$ cat src/rtl/divider_8_bit_sequential_if.sv
// Start/Done handshake and operand/result bus for the sequential divider.
interface divider_8_bit_sequential_if #(
  parameter int DATA_WIDTH = 8
);
  logic                  Start_In;
  logic [DATA_WIDTH-1:0] Dividend_In;
  logic [DATA_WIDTH-1:0] Divisor_In;
  logic [DATA_WIDTH-1:0] Quotient_Out;
  logic [DATA_WIDTH-1:0] Remainder_Out;
  logic                  Busy_Out;
  logic                  Done_Out;
  logic                  Div_By_Zero_Out;

  // Requester side: issues operands, observes results.
  modport master (
    output Start_In, Dividend_In, Divisor_In,
    input  Quotient_Out, Remainder_Out, Busy_Out, Done_Out, Div_By_Zero_Out
  );

  // Divider side.
  modport slave (
    input  Start_In, Dividend_In, Divisor_In,
    output Quotient_Out, Remainder_Out, Busy_Out, Done_Out, Div_By_Zero_Out
  );
endinterface

$ cat src/rtl/divider_8_bit_sequential.sv
// Multi-cycle unsigned restoring divider: one quotient bit per clock, MSB
// first, with a Start/Done handshake. Division by zero finishes immediately
// with quotient all ones and remainder equal to the dividend.
module divider_8_bit_sequential #(
  parameter int DATA_WIDTH = 8
) (
  input  logic                         Clock_In,
  input  logic                         Reset_N_In,
  divider_8_bit_sequential_if.slave    bus
);

  localparam int CW = $clog2(DATA_WIDTH + 1);

  typedef enum logic [1:0] {
    IDLE = 2'd0,
    CALC = 2'd1,
    DONE = 2'd2
  } state_e;

  state_e                state_q, state_d;
  logic [DATA_WIDTH-1:0] dvd_q, dvd_d;     // dividend shifting out, quotient shifting in
  logic [DATA_WIDTH-1:0] dsr_q, dsr_d;     // latched divisor
  logic [DATA_WIDTH-1:0] rem_q, rem_d;     // partial remainder
  logic [CW-1:0]         cnt_q, cnt_d;     // iterations completed
  logic [DATA_WIDTH-1:0] quo_q, quo_d;     // result registers
  logic [DATA_WIDTH-1:0] remo_q, remo_d;
  logic                  dbz_q, dbz_d;

  logic [DATA_WIDTH:0]   shifted;
  logic [DATA_WIDTH:0]   trial;
  logic                  q_bit;

  // One restoring step: shift {rem, dividend} left, try subtracting the divisor.
  always_comb begin
    shifted = {rem_q, dvd_q[DATA_WIDTH-1]};
    trial   = shifted - {1'b0, dsr_q};
    q_bit   = ~trial[DATA_WIDTH];
  end

  // Next-state and datapath updates for IDLE/CALC/DONE.
  always_comb begin
    // NOTE: every signal gets its hold value first so no path leaves it unassigned, which would infer a latch.
    state_d = state_q;
    dvd_d   = dvd_q;
    dsr_d   = dsr_q;
    rem_d   = rem_q;
    cnt_d   = cnt_q;
    quo_d   = quo_q;
    remo_d  = remo_q;
    dbz_d   = dbz_q;

    case (state_q)
      IDLE: begin
        if (bus.Start_In) begin
          dvd_d = bus.Dividend_In;
          dsr_d = bus.Divisor_In;
          rem_d = '0;
          cnt_d = '0;
          if (bus.Divisor_In == '0) begin
            quo_d   = '1;
            remo_d  = bus.Dividend_In;
            dbz_d   = 1'b1;
            state_d = DONE;
          end else begin
            state_d = CALC;
          end
        end
      end

      CALC: begin
        // A negative trial restores: the shifted remainder is kept as-is.
        rem_d = q_bit ? trial[DATA_WIDTH-1:0] : shifted[DATA_WIDTH-1:0];
        dvd_d = {dvd_q[DATA_WIDTH-2:0], q_bit};
        cnt_d = cnt_q + CW'(1);
        if (cnt_q == CW'(DATA_WIDTH - 1)) begin
          quo_d   = dvd_d;
          remo_d  = rem_d;
          dbz_d   = 1'b0;
          state_d = DONE;
        end
      end

      DONE:    state_d = IDLE;
      default: state_d = IDLE;
    endcase
  end

  // State and datapath registers; synchronous reset discards any operation in flight.
  always_ff @(posedge Clock_In) begin
    // NOTE: sequential state uses non-blocking assignments so all registers update from pre-edge values.
    if (!Reset_N_In) begin
      state_q <= IDLE;
      dvd_q   <= '0;
      dsr_q   <= '0;
      rem_q   <= '0;
      cnt_q   <= '0;
      quo_q   <= '0;
      remo_q  <= '0;
      dbz_q   <= 1'b0;
    end else begin
      state_q <= state_d;
      dvd_q   <= dvd_d;
      dsr_q   <= dsr_d;
      rem_q   <= rem_d;
      cnt_q   <= cnt_d;
      quo_q   <= quo_d;
      remo_q  <= remo_d;
      dbz_q   <= dbz_d;
    end
  end

  assign bus.Quotient_Out    = quo_q;
  assign bus.Remainder_Out   = remo_q;
  assign bus.Div_By_Zero_Out = dbz_q;
  assign bus.Busy_Out        = (state_q == CALC);
  assign bus.Done_Out        = (state_q == DONE);

endmodule

$ cat src/flat_wrapper.sv
// flat-port wrapper written by rule: the top's interface ports become plain ports
module divider_8_bit_sequential_flat 
#(
  parameter int DATA_WIDTH = 8
)
  (Clock_In, Reset_N_In, bus_Start_In, bus_Dividend_In, bus_Divisor_In, bus_Quotient_Out, bus_Remainder_Out, bus_Busy_Out, bus_Done_Out, bus_Div_By_Zero_Out);
  divider_8_bit_sequential_if #(.DATA_WIDTH(DATA_WIDTH)) bus_i ();
  input  logic Clock_In;
  input  logic Reset_N_In;
  input wire logic [$bits(bus_i.Start_In)-1:0] bus_Start_In;
  input wire logic [$bits(bus_i.Dividend_In)-1:0] bus_Dividend_In;
  input wire logic [$bits(bus_i.Divisor_In)-1:0] bus_Divisor_In;
  output wire logic [$bits(bus_i.Quotient_Out)-1:0] bus_Quotient_Out;
  output wire logic [$bits(bus_i.Remainder_Out)-1:0] bus_Remainder_Out;
  output wire logic [$bits(bus_i.Busy_Out)-1:0] bus_Busy_Out;
  output wire logic [$bits(bus_i.Done_Out)-1:0] bus_Done_Out;
  output wire logic [$bits(bus_i.Div_By_Zero_Out)-1:0] bus_Div_By_Zero_Out;
  assign bus_i.Start_In = bus_Start_In;
  assign bus_i.Dividend_In = bus_Dividend_In;
  assign bus_i.Divisor_In = bus_Divisor_In;
  assign bus_Quotient_Out = bus_i.Quotient_Out;
  assign bus_Remainder_Out = bus_i.Remainder_Out;
  assign bus_Busy_Out = bus_i.Busy_Out;
  assign bus_Done_Out = bus_i.Done_Out;
  assign bus_Div_By_Zero_Out = bus_i.Div_By_Zero_Out;
  divider_8_bit_sequential #(.DATA_WIDTH(DATA_WIDTH)) u_core (.Clock_In(Clock_In), .Reset_N_In(Reset_N_In), .bus(bus_i));
endmodule
$ cat config.mk
export PLATFORM = sky130hd
export DESIGN_NAME = divider_8_bit_sequential_flat
export DESIGN_NICKNAME = d
export VERILOG_FILES = /design/src/rtl/divider_8_bit_sequential_if.sv /design/src/rtl/divider_8_bit_sequential.sv /design/src/flat_wrapper.sv
export SDC_FILE = /design/constraint.sdc
export NUM_CORES = 1
export LEC_CHECK = 0
export ABC_AREA = 1
export BUFFER_PORTS_ARGS = -buffer_cell sky130_fd_sc_hd__buf_2
export CORE_MARGIN = 5
export CORE_UTILIZATION = 45
export DETAILED_ROUTE_END_ITERATION = 6
export GPL_TIMING_DRIVEN = 0
export PLACE_DENSITY = 0.68
export SETUP_SLACK_MARGIN = 0.3
export SYNTH_ARGS = -nofsm -noshare
export SYNTH_HDL_FRONTEND = slang
export SYNTH_SLANG_ARGS = --single-unit
$ cat constraint.sdc
create_clock -name Clock_In -period 1.9 [get_ports Clock_In]
set_clock_uncertainty 0.15 [all_clocks]
set_input_delay 0 -clock Clock_In [delete_from_list [all_inputs] [get_ports Clock_In]]
set_output_delay 0 -clock Clock_In [all_outputs]
set_load 0.02 [all_outputs]
After elaboration in Yosys (flattened, before gate mapping). Cells that the tools add are included.

$add $sub $neg: 2. Multiply operators: 0. Divide/modulo/power cells: 0. Order comparisons: 0. Equal/unequal tests: 6. Shift operators: 0. Mux-type cells: 23. Bitwise gates (word level): 1. Reductions and logical operators: 7.

Operators by type and width (count): 2-to-1 mux 8 bit (9); one-hot mux 8 bit (2 select lines) (4); subtractor 9 x 8 -> 9 bit (1); zero test 8 bit (1); one-hot mux 4 bit (2 select lines) (1); 2-to-1 mux 2 bit (3); AND reduction 2 bit (3); adder 4 x 1 -> 4 bit (second input constant) (1); == test 4 x 3 -> 1 bit (second input constant) (1); 2-to-1 mux 4 bit (1); inequality test 2 x 1 -> 1 bit (second input constant) (2); one-hot mux 2 bit (2 select lines) (1); AND reduction 4 bit (1); 2-to-1 mux 1 bit (3); == test 2 x 1 -> 1 bit (second input constant) (1); == test 2 bit (second input constant) (1); zero test 2 bit (1); inequality test 2 bit (second input constant) (1); one-hot mux 1 bit (2 select lines) (1); nonzero test 2 bit (1); NOT 1 bit (1).

Register bits: 47. Latch bits: 0. RAM bits: 0. ROM bits: 0. Memories: 0.

Depth between registers and ports, before layout.
Depth in word-level cells: 4. Depth in mapped cells: 14. Depth with buffers taken out: 14.

Least setup slack after synthesis. Ideal clock, no wire load.

Path kind: register to register. Start: register u_core.dvd_q[7]. End: register u_core.rem_q[7]. Data arrival time: 1.655 ns. Data required time: 1.641 ns. Path slack: -0.014 ns. Cell stages (with the launch flop): 15. Cells stage by stage: dfxtp_1 inv_1 ha_1 inv_1 fa_1 nand2_1 nand2_1 nand3_1 nand2_1 nand2_1 nand2_2 nand3_1 nand3_1 nand2_1 inv_1.

Cells in the longest elaborated chain, start to end: 3.

RTL lines: from (decl) (RTL line divider_8_bit_sequential.sv:21) `logic [DATA_WIDTH-1:0] dvd_q, dvd_d;`; from (signal assigned) (RTL line divider_8_bit_sequential.sv:102) `dvd_q <= dvd_d;`; subtractor 9 x 8 -> 9 bit (RTL line divider_8_bit_sequential.sv:36) `trial = shifted - {1'b0, dsr_q};`; 2-to-1 mux 8 bit (RTL line divider_8_bit_sequential.sv:72) `rem_d = q_bit ? trial[DATA_WIDTH-1:0] : shifted[DATA_WIDTH-1:0];`; one-hot mux 8 bit (2 select lines) (RTL line divider_8_bit_sequential.sv:52) `case (state_q)`; to (signal assigned) (RTL line divider_8_bit_sequential.sv:104) `rem_q <= rem_d;`; to (decl) (RTL line divider_8_bit_sequential.sv:23) `logic [DATA_WIDTH-1:0] rem_q, rem_d;`.

No other way between the ends. A chain may end at the register's enable or synchronous reset.

Final worst setup path.
Start: register u_core.dvd_q[7]. End: register u_core.dvd_q[0].

Cells in the longest elaborated chain, start to end: 3.

RTL lines: subtractor 9 x 8 -> 9 bit (RTL line divider_8_bit_sequential.sv:36); NOT 1 bit (RTL line divider_8_bit_sequential.sv:37) `q_bit = ~trial[DATA_WIDTH];`; one-hot mux 8 bit (2 select lines) (RTL line divider_8_bit_sequential.sv:52).

No other way between the ends.

==> out/metrics.csv <==
stage,metric,value,unit
clock_network,clk slew on worst S/H paths,0.09,ns
global_route,largest net degree at the start of global routing,15,
worst_setup_path,Buffers & Inverters on Critical Path,3,
logic_synthesis,mapped cell area,0.00249,sq mm
place,placed insts,478,
logic_synthesis,sequential area share after synthesis,37.8,%
logic_synthesis,"top cells by area, synth","dfxtp_1 (38%), nand2_1 (12%), nand3_1 (9.1%), inv_1 (8.8%), nor2_1 (5.6%)",
worst_setup_path,Slowest cell on crit path,fa_2,
worst_hold_path,WHS Path Cells,5,
power,PD cells,712,mW/mm^2
layout,final std cells w/o fill,527,
worst_setup_path,crit path kind,flip-flop to flip-flop,
layout,# fillers,452,
logic_synthesis,post-synthesis mux area share,0,%
logic_synthesis,Synth Warn #,0,
worst_hold_path,Min-Delay Endpoint,u_core.state_q[0],
layout,FF/Latch Area,951,sq um
timing,Slew HR,58.5,%
clock_network,Clock Path Buffers,2,
detailed_routing,vias post-DR,2696,
layout,multi-input logic area,0.00170,sq mm
run_status,violations in the final reports,setup timing,
layout,Ant. Diodes,0,
layout,share of cells above drive strength 1,34.5,%
logic_synthesis,post-synthesis xor/xnor area fraction,1.06,%
detailed_routing,initial drt markers,182,
place,GP Congestion,0.834,
detailed_routing,DRT Wirelength,7610,um
timing,RSZ-0062 raised after global routing,true,
global_route,vias in the first global route,2716,
worst_setup_path,worst-path cell chain,inv_2 > ha_4 > inv_4 > fa_2 > nand2_2 > nand2_4 > nand3_4 > nand2_4 > nand2_4 > nand2_4 > buf_4 > nand2_1 > a31oi_1,
logic_synthesis,Yosys top cell by area,dfxtp_1,
timing,Final Setup Violations,18,
floorplanning,full die area,0.00711,sq mm
place,HPWL Detailed,4820,um
logic_synthesis,synthesis-stage register bit count,47,
logic_synthesis,Gate Count Post-Synth,369,
detailed_routing,vias per cell,5.12,
logic_synthesis,Synth Area in Compound Gates,12.7,%
run_status,status,"finished, violations left",
detailed_routing,first-pass iteration count of the detailed router,4,
layout,Layout Nets,483,
worst_setup_path,CP peak stage delay,0.35,ns
timing,post-layout min period,1.97,ns
worst_setup_path,CP Max Fanout,4,
floorplanning,Core Area,0.00544,sq mm
floorplanning,Initial Util,45.7,%
power,post-layout power,2.64,mW
place,pre-CTS setup slack,-0.153,ns
timing,Slew Limit Fails,0,
worst_setup_path,reg2reg end,u_core.dvd_q[0],
worst_hold_path,hold_sp,bus_Divisor_In[7],
worst_setup_path,CP top delay family,simple AND/OR/NAND/NOR gates,
logic_synthesis,main combinational cell family by area after synthesis,simple AND/OR/NAND/NOR gates,
layout,"leading cell type in the layout, fill and taps excluded",nand2_1,
timing,worst-margin pin slew,0.623,ns
worst_setup_path,Critical Path Most Common Cell,nand2_4,
worst_setup_path,r2r worst-path depth,13,
worst_setup_path,CP required,1.94,ns
global_route,total track usage,21.5,%
clock_network,CTS tree,done,
clock_network,CTS Buf Count,5,
detailed_routing,WL per Instance,14.4,um
logic_synthesis,Post-Syn Nets,398,
worst_setup_path,CP Depth,13,
power,peak supply drop,0.644,mV
worst_hold_path,worst min-delay path class,input pin to flip-flop,
worst_setup_path,flop2flop setup slack,-0.07,ns
timing,final worst slack,-0.0703,ns
power,leak pwr,1.82,nW
global_route,global-route wire length before repair,12500,um
layout,P&R area growth vs syn,49.0,%
detailed_routing,Routed Antenna Nets,0,
worst_setup_path,CP Capture Type,flip-flop,
timing,Fin. Hold Viols,0,
floorplanning,I/O pin count,38,
logic_synthesis,syn avg cell area,6.74,sq um
clock_network,clock latency on the worst-skew pair,0.30,ns
detailed_routing,drc violations,0,
layout,"commonest non-fill, non-tap cells in the layout","nand2_1 (69), inv_1 (55), dfxtp_1 (39)",
timing,crit share post-route,104,%
global_route,Overflow after GRT,0,
clock_network,CTS sink cnt,47,
clock_network,# H-tree levels,2,
worst_setup_path,FF-to-FF Start,u_core.dvd_q[7],
floorplanning,die height,84.3,um
clock_network,root buffer selected by CTS,clkbuf_8,
logic_synthesis,adder-cell area share of the yosys netlist,5.33,%
timing,Peak Freq,508,MHz
place,IO Port Bufs,37,
timing,Sum Neg Setup Slack,-0.703,ns
floorplanning,Die X,84.3,um
logic_synthesis,library cells used by synthesis,30,
worst_setup_path,critical path arrival,2.01,ns
logic_synthesis,Synth Area in Simple Gates,31.3,%
worst_setup_path,Critical Path Start Type,flip-flop,
logic_synthesis,area share of the largest cell type after synthesis,37.8,%
global_route,antenna violations before repair,0,
floorplanning,row cnt,27,
flow_run,maxcap violations,0,
[synthesized netlist by cell type (all sizes together)]
master / number
nand2: 84
inv: 61
dfxtp: 47
nand3: 46
nor2: 42
o21ai: 26
a21oi: 25
clkbuf: 10
ha: 9
a31oi: 5
buf: 3
nand4: 3
xor2: 2
a211oi: 1
a221oi: 1
fa: 1
o211a: 1
or2: 1
xnor2: 1
[kinds of logic (layout without fill, tap and decap cells)]
group	Yosys count	in the layout
flip-flops	47	47
adder cells (fa/ha/maj)	10	10
AO/OA/AOI/OAI	59	59
AND/OR/NAND/NOR	176	178
buffers and inverters	74	158
XOR/XNOR	3	3
[registers in the layout, summed over array words and instances, names as in the netlist]
signal / count
u_core.bus.Div_By_Zero_Out: 1
u_core.bus.Quotient_Out: 8
u_core.bus.Remainder_Out: 8
u_core.cnt_q: 4
u_core.dsr_q: 8
u_core.dvd_q: 8
u_core.rem_q: 8
u_core.state_q: 2
[how the worst max path moves through the flow]
stage,from,endpoint,slack (ns)
final,u_core.dvd_q[7],u_core.dvd_q[0],-0.07
after floorplan,u_core.dvd_q[7],u_core.rem_q[7],0.08
after detailed placement,u_core.dvd_q[7],u_core.bus.Remainder_Out[0],-0.15
after global routing,u_core.dvd_q[7],u_core.dvd_q[0],-0.15
after CTS,u_core.dvd_q[7],u_core.bus.Remainder_Out[4],-0.03
after global placement,u_core.dvd_q[7],u_core.bus.Remainder_Out[0],-0.14
[metal layers]
metal / up-vias / global-route usage [%] / part of all wire, %
met5: - / 0 / 0
met4: 0 / 10.6 / 4.1
met3: 22 / 4.12 / 4.4
met2: 81 / 36.3 / 50
met1: 1244 / 26.1 / 42
li1: 1349 / - / -
[final cells by class]
type | count | share of cell area (%)
Multi-Input combinational cell | 250 | 46.0
Sequential cell | 47 | 25.7
Timing Repair Buffer | 76 | 14.9
Inverter | 61 | 6.52
Tap cell | 72 | 2.43
Buffer | 13 | 2.20
Clock buffer | 6 | 1.96
Clock inverter | 2 | 0.338
[worst min-delay path, stage by stage]
cell and delay [ns]:
buf_2 0.09, nor2_1 0.04, nand2_1 0.10, o21ai_0 0.11
a21oi_1 0.12
[where the power goes]
part           internal [mW]  total [mW]  switching (mW)
Sequential              1.04        1.09          0.0499
Clock                  0.258       0.603           0.346
Combinational          0.363       0.944           0.581
[repair_timing]
| action | in CTS | in global routing |
|---|---|---|
| hold buffers | 18 | 0 |
| gates resized for setup | 62 | 46 |
| buffers inserted | 12 | 7 |
| hold endpoints to repair | 26 | 0 |
| setup endpoints to repair | 34 | 34 |
| gates cloned | 3 | 1 |
| pin swaps | 17 | 15 |
[per-stage QoR]
| step | utilization, % | instance area [sq um] | hold WS, ns |
|---|---|---|---|
| after floorplan | - | 2520 | 0.00134 |
| final | 68.1 | 3700 | 0.0320 |
| after CTS | 63.2 | 3440 | 0.00254 |
| after detailed placement | 51.4 | 2800 | 0.149 |
| after global routing | 68.1 | 3700 | 0.0581 |
| after global placement | 51.4 | 2800 | 0.142 |
No activity file was read; power rests on OpenSTA's default activity.
